File: config.mk
export PLATFORM = sky130hd
export DESIGN_NAME = tx_interleaver96_wifi
export DESIGN_NICKNAME = d
export VERILOG_FILES = /design/src/rtl/wifi_interleave_pkg.sv /design/src/rtl/interleave_addr_gen_wifi.sv /design/src/rtl/tx_interleaver96_wifi.sv
export SDC_FILE = /design/constraint.sdc
export NUM_CORES = 1
export LEC_CHECK = 0
export CORE_ASPECT_RATIO = 1.1
export CORE_MARGIN = 2
export CORE_UTILIZATION = 38
export CTS_CLUSTER_SIZE = 8
export DETAILED_ROUTE_END_ITERATION = 6
export GPL_TIMING_DRIVEN = 0
export HOLD_SLACK_MARGIN = 0.15
export PLACE_DENSITY = 0.51
export SLEW_MARGIN = 30
export SYNTH_ARGS = -nofsm -noshare
export SYNTH_HDL_FRONTEND = slang
export SYNTH_HIERARCHICAL = 1
export SYNTH_SLANG_ARGS = --single-unit
File: constraint.sdc
create_clock -name clk -period 5.52 [get_ports clk]
set_input_delay 1.104 -clock clk [delete_from_list [all_inputs] [get_ports clk]]
set_output_delay 1.104 -clock clk [all_outputs]
set_load 0.03 [all_outputs]
File: src/rtl/wifi_interleave_pkg.sv
// Shared constants, state encodings and block-size helpers for the 802.11a
// transmit interleaver (BPSK SIGNAL symbol followed by QPSK data symbols).
package wifi_interleave_pkg;

    localparam int unsigned NCBPS_SIG  = 48;
    localparam int unsigned NCBPS_DATA = 96;
    localparam int unsigned NCOL       = 16;

    localparam int unsigned BANK_W = NCBPS_DATA;
    localparam int unsigned CNT_W  = $clog2(NCBPS_DATA);
    localparam int unsigned COL_W  = $clog2(NCBPS_DATA / NCOL + 1);
    localparam int unsigned ROW_W  = $clog2(NCOL);

    typedef enum logic {
        RD_IDLE,
        RD_READ
    } rd_state_t;

    typedef enum logic [1:0] {
        WR_RUN,   // accepting coded bits
        WR_PAD,   // zero-filling the rest of the final block
        WR_DONE   // frame written, waiting for the reader to drain it
    } wr_state_t;

    // Number of interleaver columns walked per row (N/16).
    function automatic logic [COL_W-1:0] cols_for(input logic sig);
        return sig ? COL_W'(NCBPS_SIG / NCOL) : COL_W'(NCBPS_DATA / NCOL);
    endfunction

    // Index of the final bit of a block.
    function automatic logic [CNT_W-1:0] last_idx(input logic sig);
        return sig ? CNT_W'(NCBPS_SIG - 1) : CNT_W'(NCBPS_DATA - 1);
    endfunction

endpackage

File: src/rtl/interleave_addr_gen_wifi.sv
// Read-address generator: for output index i walks k = 16*(i mod M) + i/M
// using a column counter (0..M-1) and a row counter (0..15).
module interleave_addr_gen_wifi
    import wifi_interleave_pkg::*;
(
    input  logic             clk,
    input  logic             reset,
    input  logic             start_i,
    input  logic             adv_i,
    input  logic [COL_W-1:0] m_i,
    output logic [CNT_W-1:0] addr_o,
    output logic             last_o
);

    logic [COL_W-1:0] col_q;
    logic [ROW_W-1:0] row_q;
    logic             col_wrap;

    // Column fastest, row slowest; since row < 16, 16*col+row is a concatenation.
    always_comb begin
        col_wrap = (col_q == m_i - COL_W'(1));
        last_o   = col_wrap && (row_q == ROW_W'(NCOL - 1));
        addr_o   = {col_q, row_q};
    end

    // Counters restart on start and wrap to zero after the final address.
    always_ff @(posedge clk) begin
        if (reset || start_i) begin
            col_q <= '0;
            row_q <= '0;
        end else if (adv_i) begin
            if (col_wrap) begin
                col_q <= '0;
                row_q <= row_q + ROW_W'(1);
            end else begin
                col_q <= col_q + COL_W'(1);
            end
        end
    end

endmodule

File: src/rtl/tx_interleaver96_wifi.sv
// Transmit block interleaver: serial coded bits fill a ping-pong pair of
// 96-bit banks in arrival order; each full bank is read out serially in
// interleaved order. First block of a frame is 48 bits, later ones 96.
module tx_interleaver96_wifi
    import wifi_interleave_pkg::*;
(
    input  logic clk,
    input  logic reset,
    input  logic enable,
    input  logic data_in,
    input  logic valid_in,
    input  logic last_in,
    output logic data_out,
    output logic valid_out,
    output logic block_start,
    output logic finished
);

    logic [BANK_W-1:0] bank_q [2];
    logic [1:0]        full_q;      // bank holds a complete block
    logic [1:0]        sig_q;       // bank holds a 48-bit SIGNAL block
    logic [1:0]        eof_q;       // bank holds the final block of the frame

    logic              wr_bank_q;
    logic [CNT_W-1:0]  wr_cnt_q;
    wr_state_t         wr_state_q;
    logic              first_blk_q;
    logic              finished_q;

    rd_state_t         rd_state_q;
    logic              rd_bank_q;
    logic              fin_pend_q;
    logic              data_out_q;
    logic              valid_out_q;
    logic              block_start_q;

    logic [CNT_W-1:0]  gen_addr;
    logic              gen_last;
    logic              gen_start;
    logic              rd_active;
    logic              rd_free;
    logic              wr_room;
    logic              wr_accept;
    logic              wr_do;
    logic              wr_bit;
    logic              wr_blk_end;
    logic              wr_eof;

    // Handshake between writer and reader, including same-cycle bank release.
    always_comb begin
        rd_active  = enable && (rd_state_q == RD_READ);
        rd_free    = rd_active && gen_last;
        gen_start  = enable && (rd_state_q == RD_IDLE) && full_q[rd_bank_q];
        // A bank being released this cycle may take the next block's bit 0,
        // which keeps a 1 bit/cycle stream free of overrun at block seams.
        wr_room    = !full_q[wr_bank_q] || (rd_free && (rd_bank_q == wr_bank_q));
        wr_accept  = enable && valid_in && (wr_state_q == WR_RUN);
        wr_do      = (wr_accept && wr_room) || (enable && (wr_state_q == WR_PAD) && wr_room);
        wr_bit     = (wr_state_q == WR_PAD) ? 1'b0 : data_in;
        wr_blk_end = (wr_cnt_q == last_idx(first_blk_q));
        wr_eof     = (wr_state_q == WR_PAD) || last_in;
    end

    interleave_addr_gen_wifi u_addr_gen (
        .clk     (clk),
        .reset   (reset),
        .start_i (gen_start),
        .adv_i   (rd_active),
        .m_i     (cols_for(sig_q[rd_bank_q])),
        .addr_o  (gen_addr),
        .last_o  (gen_last)
    );

    // Bank storage: bit k of the block is written at position k.
    always_ff @(posedge clk) begin
        if (!reset && wr_do) begin
            bank_q[wr_bank_q][wr_cnt_q] <= wr_bit;
        end
    end

    // Writer, zero padding, bank bookkeeping and frame-level finished flag.
    always_ff @(posedge clk) begin
        if (reset) begin
            wr_bank_q   <= 1'b0;
            wr_cnt_q    <= '0;
            wr_state_q  <= WR_RUN;
            first_blk_q <= 1'b1;
            finished_q  <= 1'b1;
            full_q      <= '0;
            sig_q       <= '0;
            eof_q       <= '0;
        end else if (enable) begin
            if (rd_free) begin
                full_q[rd_bank_q] <= 1'b0;
            end
            if (wr_do) begin
                if (finished_q) begin
                    finished_q <= 1'b0;
                end
                if (wr_blk_end) begin
                    full_q[wr_bank_q] <= 1'b1;
                    sig_q[wr_bank_q]  <= first_blk_q;
                    eof_q[wr_bank_q]  <= wr_eof;
                    wr_bank_q         <= ~wr_bank_q;
                    wr_cnt_q          <= '0;
                    first_blk_q       <= 1'b0;
                    if (wr_eof) begin
                        wr_state_q <= WR_DONE;
                    end
                end else begin
                    wr_cnt_q <= wr_cnt_q + CNT_W'(1);
                    if ((wr_state_q == WR_RUN) && last_in) begin
                        wr_state_q <= WR_PAD;
                    end
                end
            end
            if (fin_pend_q) begin
                finished_q  <= 1'b1;
                wr_state_q  <= WR_RUN;
                first_blk_q <= 1'b1;
            end
        end
    end

    // Overrun would silently drop a coded bit; cannot happen at one bit per cycle.
    always_ff @(posedge clk) begin
        if (!reset) begin
            assert (!(wr_accept && !wr_room));
        end
    end

    // Reader FSM with registered outputs; drains banks in the order written.
    always_ff @(posedge clk) begin
        if (reset) begin
            rd_state_q    <= RD_IDLE;
            rd_bank_q     <= 1'b0;
            fin_pend_q    <= 1'b0;
            data_out_q    <= 1'b0;
            valid_out_q   <= 1'b0;
            block_start_q <= 1'b0;
        end else if (enable) begin
            fin_pend_q <= 1'b0;
            case (rd_state_q)
                RD_IDLE: begin
                    valid_out_q   <= 1'b0;
                    block_start_q <= 1'b0;
                    if (full_q[rd_bank_q]) begin
                        rd_state_q <= RD_READ;
                    end
                end
                RD_READ: begin
                    data_out_q    <= bank_q[rd_bank_q][gen_addr];
                    valid_out_q   <= 1'b1;
                    block_start_q <= (gen_addr == '0);
                    if (gen_last) begin
                        rd_bank_q  <= ~rd_bank_q;
                        fin_pend_q <= eof_q[rd_bank_q];
                        if (!full_q[~rd_bank_q]) begin
                            rd_state_q <= RD_IDLE;
                        end
                    end
                end
                default: rd_state_q <= RD_IDLE;
            endcase
        end
    end

    always_comb begin
        data_out    = data_out_q;
        valid_out   = valid_out_q;
        block_start = block_start_q;
        finished    = finished_q;
    end

endmodule

==> results.toml <==
[cts]
worst_skew_pair.late_latency_ns = 0.55
cts_tree = "built"
clkSlewWorstSetupHoldPaths_ns = 0.05
cts_hold_repair.buffers = 0
max-clock-path-buffers = 3
number_of_h_tree_levels = 1
clock_sink_count = 224
cts_resized = 0
cts-root-buf = "clkbuf_16"
cts_made_buffers = 31
post_cts_buffers = 0

[layout]
multi_input_comb_area_sq_um = 3400
nets = 834
commonest_non_fill_non_tap_cells_in_the_layout = "nor2_1 (224), edfxtp_1 (192), clkbuf_1 (59)"
regArea_sq_um = 6410
layout_commonest_cell = "nor2_1"
fillers = 2434
share_of_post_route_cells_with_drive_strength_above_1_pct = 11.1
final_core_util_pct = 44.4
antenna_diode_count = 0
synthToLayoutAreaGrowth_pct = 14.6

[synthesis]
post_synth_and_or_nand_nor_area_fraction_pct = 14.5
synth-edff-count = 192
synth_xor_xnor_area_share_pct = 1.26
asyncSetResetFlopFracSynth_pct = 0
muxShareOfSynthArea_pct = 13.1
post_synth_instance_area_sq_um = 10100
synth_flop_cell = "edfxtp_1"
synth.ff_latch_count = 224
adder_cell_fraction_of_synth_area_pct = 0.494
synth-warning-count = 6
synthesis.area_per_instance_sq_um = 13.0
synth_cells = 780
synthDistinctLibCells = 58
postSynthNetCount = 790
portion_of_the_post_synthesis_area_used_by_sequential_elements_pct = 63.2
synth_top_family_by_area = "simple AND/OR/NAND/NOR gates"
synth_compound_area_share_pct = 4.05

[floorplanning]
placeableCoreArea_sq_um = 26100
floorplan.initialDensity_pct = 38.8
placementRows = 62
die_area_sq_um = 28000
die_w_um = 160
floorplan.die.height_um = 175
io-pin-count = 10

[placed_design]
detailedPlacementHpwl_um = 16900
dpl_worst_slack_ns = 0.373
count_of_input_and_output_buffers = 9
gp_congestion = 0.791

[job]
maxCapViolations = 0

[routing]
antenna_violating_nets_post_route = 0
drt-pass1-iter-count = 6
drt-total-wl_um = 26600
via_count = 6499
detail_route.vias_per_cell = 5.41
drt_iter0_drc = 628
route.detailed.wl_per_inst_um = 22.1
drc = 0

[global_route]
gr-total-overflow = 0
initial_antenna_violation_count = 0
number_of_global_route_vias_before_repair = 6692
grtUsageTotal_pct = 19.2
maximum_number_of_pins_on_one_net_before_global_route_repair = 85
global_route_wire_length_before_repair_um = 40200

[sta]
timing.final.ws_setup_ns = 0.467
hold_slack_ns = 0.472
hold_violation_total_from_the_final_report = 0
layout_worst_path_cycle_share_pct = 91.5
relSlewSlack_pct = 31.8
clock_skew_ns = 0.0212
timing.final.crit_period_ns = 5.05
timing.final.max_slew_violations = 0
fmax_mhz = 198
tightestPinTransition_ns = 1.02
setup-violations-final = 0
setup_repair_after_global_routing_missed_its_margin = "false"

[critical_path]
worst_setup_path_start_kind = "flip-flop"
worst-path-max-fanout = 10
worstPathRequired_ns = 5.76
worstPathArrival_ns = 5.29
worstSetupPathType = "flip-flop to flip-flop"
setup.worst_path.end_class = "flip-flop"

[run_status]
run_status = "completed"

[power_and_ir_drop]
power_per_cell_area_nw_per_um2 = 316
p_leak_uw = 0.00360
worst_ir_drop_vdd_v = 0.000204
finalPower_uw = 3670

[min_path]
hp-class = "flip-flop to flip-flop"
layout make-up:
class                   count  area share (%)
flip-flops and latches    224            55.2
multi-input cells         489            29.3
clock buffers              57            7.52
well taps                 352            3.79
plain buffers              55            2.56
repair buffers             11            1.25
inverters                  12           0.388
clock inverters             1          0.0754
synth_stat cells (4+ instances only):
cell	instances	area (sq um)
buf_2	9	45.0
xor2_1	7	61.3
clkbuf_1	35	131
nor2b_1	9	56.3
nand2_1	50	188
mux2i_1	22	220
inv_1	10	37.5
or2_2	6	37.5
nand3b_1	8	60.1
buf_4	4	30.0
mux4_1	22	578
ha_1	4	50.1
or3_1	4	25.0
nand3_1	14	70.1
o211ai_1	5	37.5
nor2_1	224	841
and3_1	5	31.3
dfxtp_1	32	641
edfxtp_1	192	5770
buf_6	4	45.0
nand2b_1	4	25.0
mux4_2	22	495
o21ai_0	7	35.0
a21oi_1	18	90.1
nor3_1	8	40.0
a211oi_1	4	30.0
worst max-delay path, stage by stage (launching register included):
cell and delay (ns):
dfxtp_1 0.30, clkbuf_1 0.29, mux2i_1 0.54, inv_1 0.17, inv_1 0.09, ha_1 0.14, xor2_1 0.36, and3_1 0.30
and4_1 0.22, nand3_1 0.22, o21ai_0 0.44, o211ai_1 0.32, nor3_1 0.41, nand2_1 0.17, clkbuf_1 0.47, nor2_1 0.29
state kept, by name, summed over array words and instances (netlist names), named ones only:
name	flops
full_q	2
finished	1
bank_q	192
u_addr_gen/row_q	4
data_out	1
rd_bank_q	1
sig_q	2
block_start	1
valid_out	1
wr_bank_q	1
wr_state_q	2
wr_cnt_q	7
eof_q	2
rd_state_q	1
u_addr_gen/col_q	3
first_blk_q	1
fin_pend_q	1
stage by stage:
step	TNS [ns]	area [sq um]	std cells
after global routing	0	11600	1201
after global placement	-125.48	10700	1141
after floorplan	0	10100	780
after CTS	0	11600	1201
final	0	11600	1201
after detailed placement	0	10700	1143
logic make-up (layout without fill, tap and decap cells):
group | after synthesis | in the layout
compound gates | 59 | 59
xor+xnor | 12 | 12
fa+ha+maj | 4 | 4
buf+inv | 67 | 136
flops | 224 | 224
mux | 69 | 69
other cells | 1 | 1
simple gates | 344 | 344
power by group:
part           switching (uW)  leakage, uW  internal [uW]
clock                     691     0.000417           1050
combinational            54.6      0.00119           20.8
sequential               3.61      0.00199           1850
total                     749      0.00360           2920
metal layers:
layer	part of all wire (%)	wire [um]	vias to the layer above	track usage, %
met5	0	0	-	0
met4	3.2	858	0	6.70
met3	5.1	1360	51	2.53
met1	41	10800	3307	23.8
met2	51	13500	197	34.6
li1	-	-	2944	-
final timing paths:
kind / from / end / slack (ns) / cells after the start
hold / removal: valid_out / valid_out / 0.47 / 2
hold reg to reg: valid_out / valid_out / 0.47 / 2
setup / recovery: rd_bank_q / bank_q[0][56] / 0.47 / 15
setup reg to reg: rd_bank_q / bank_q[0][56] / 0.47 / 15
No activity file was read; power rests on OpenSTA's default activity.
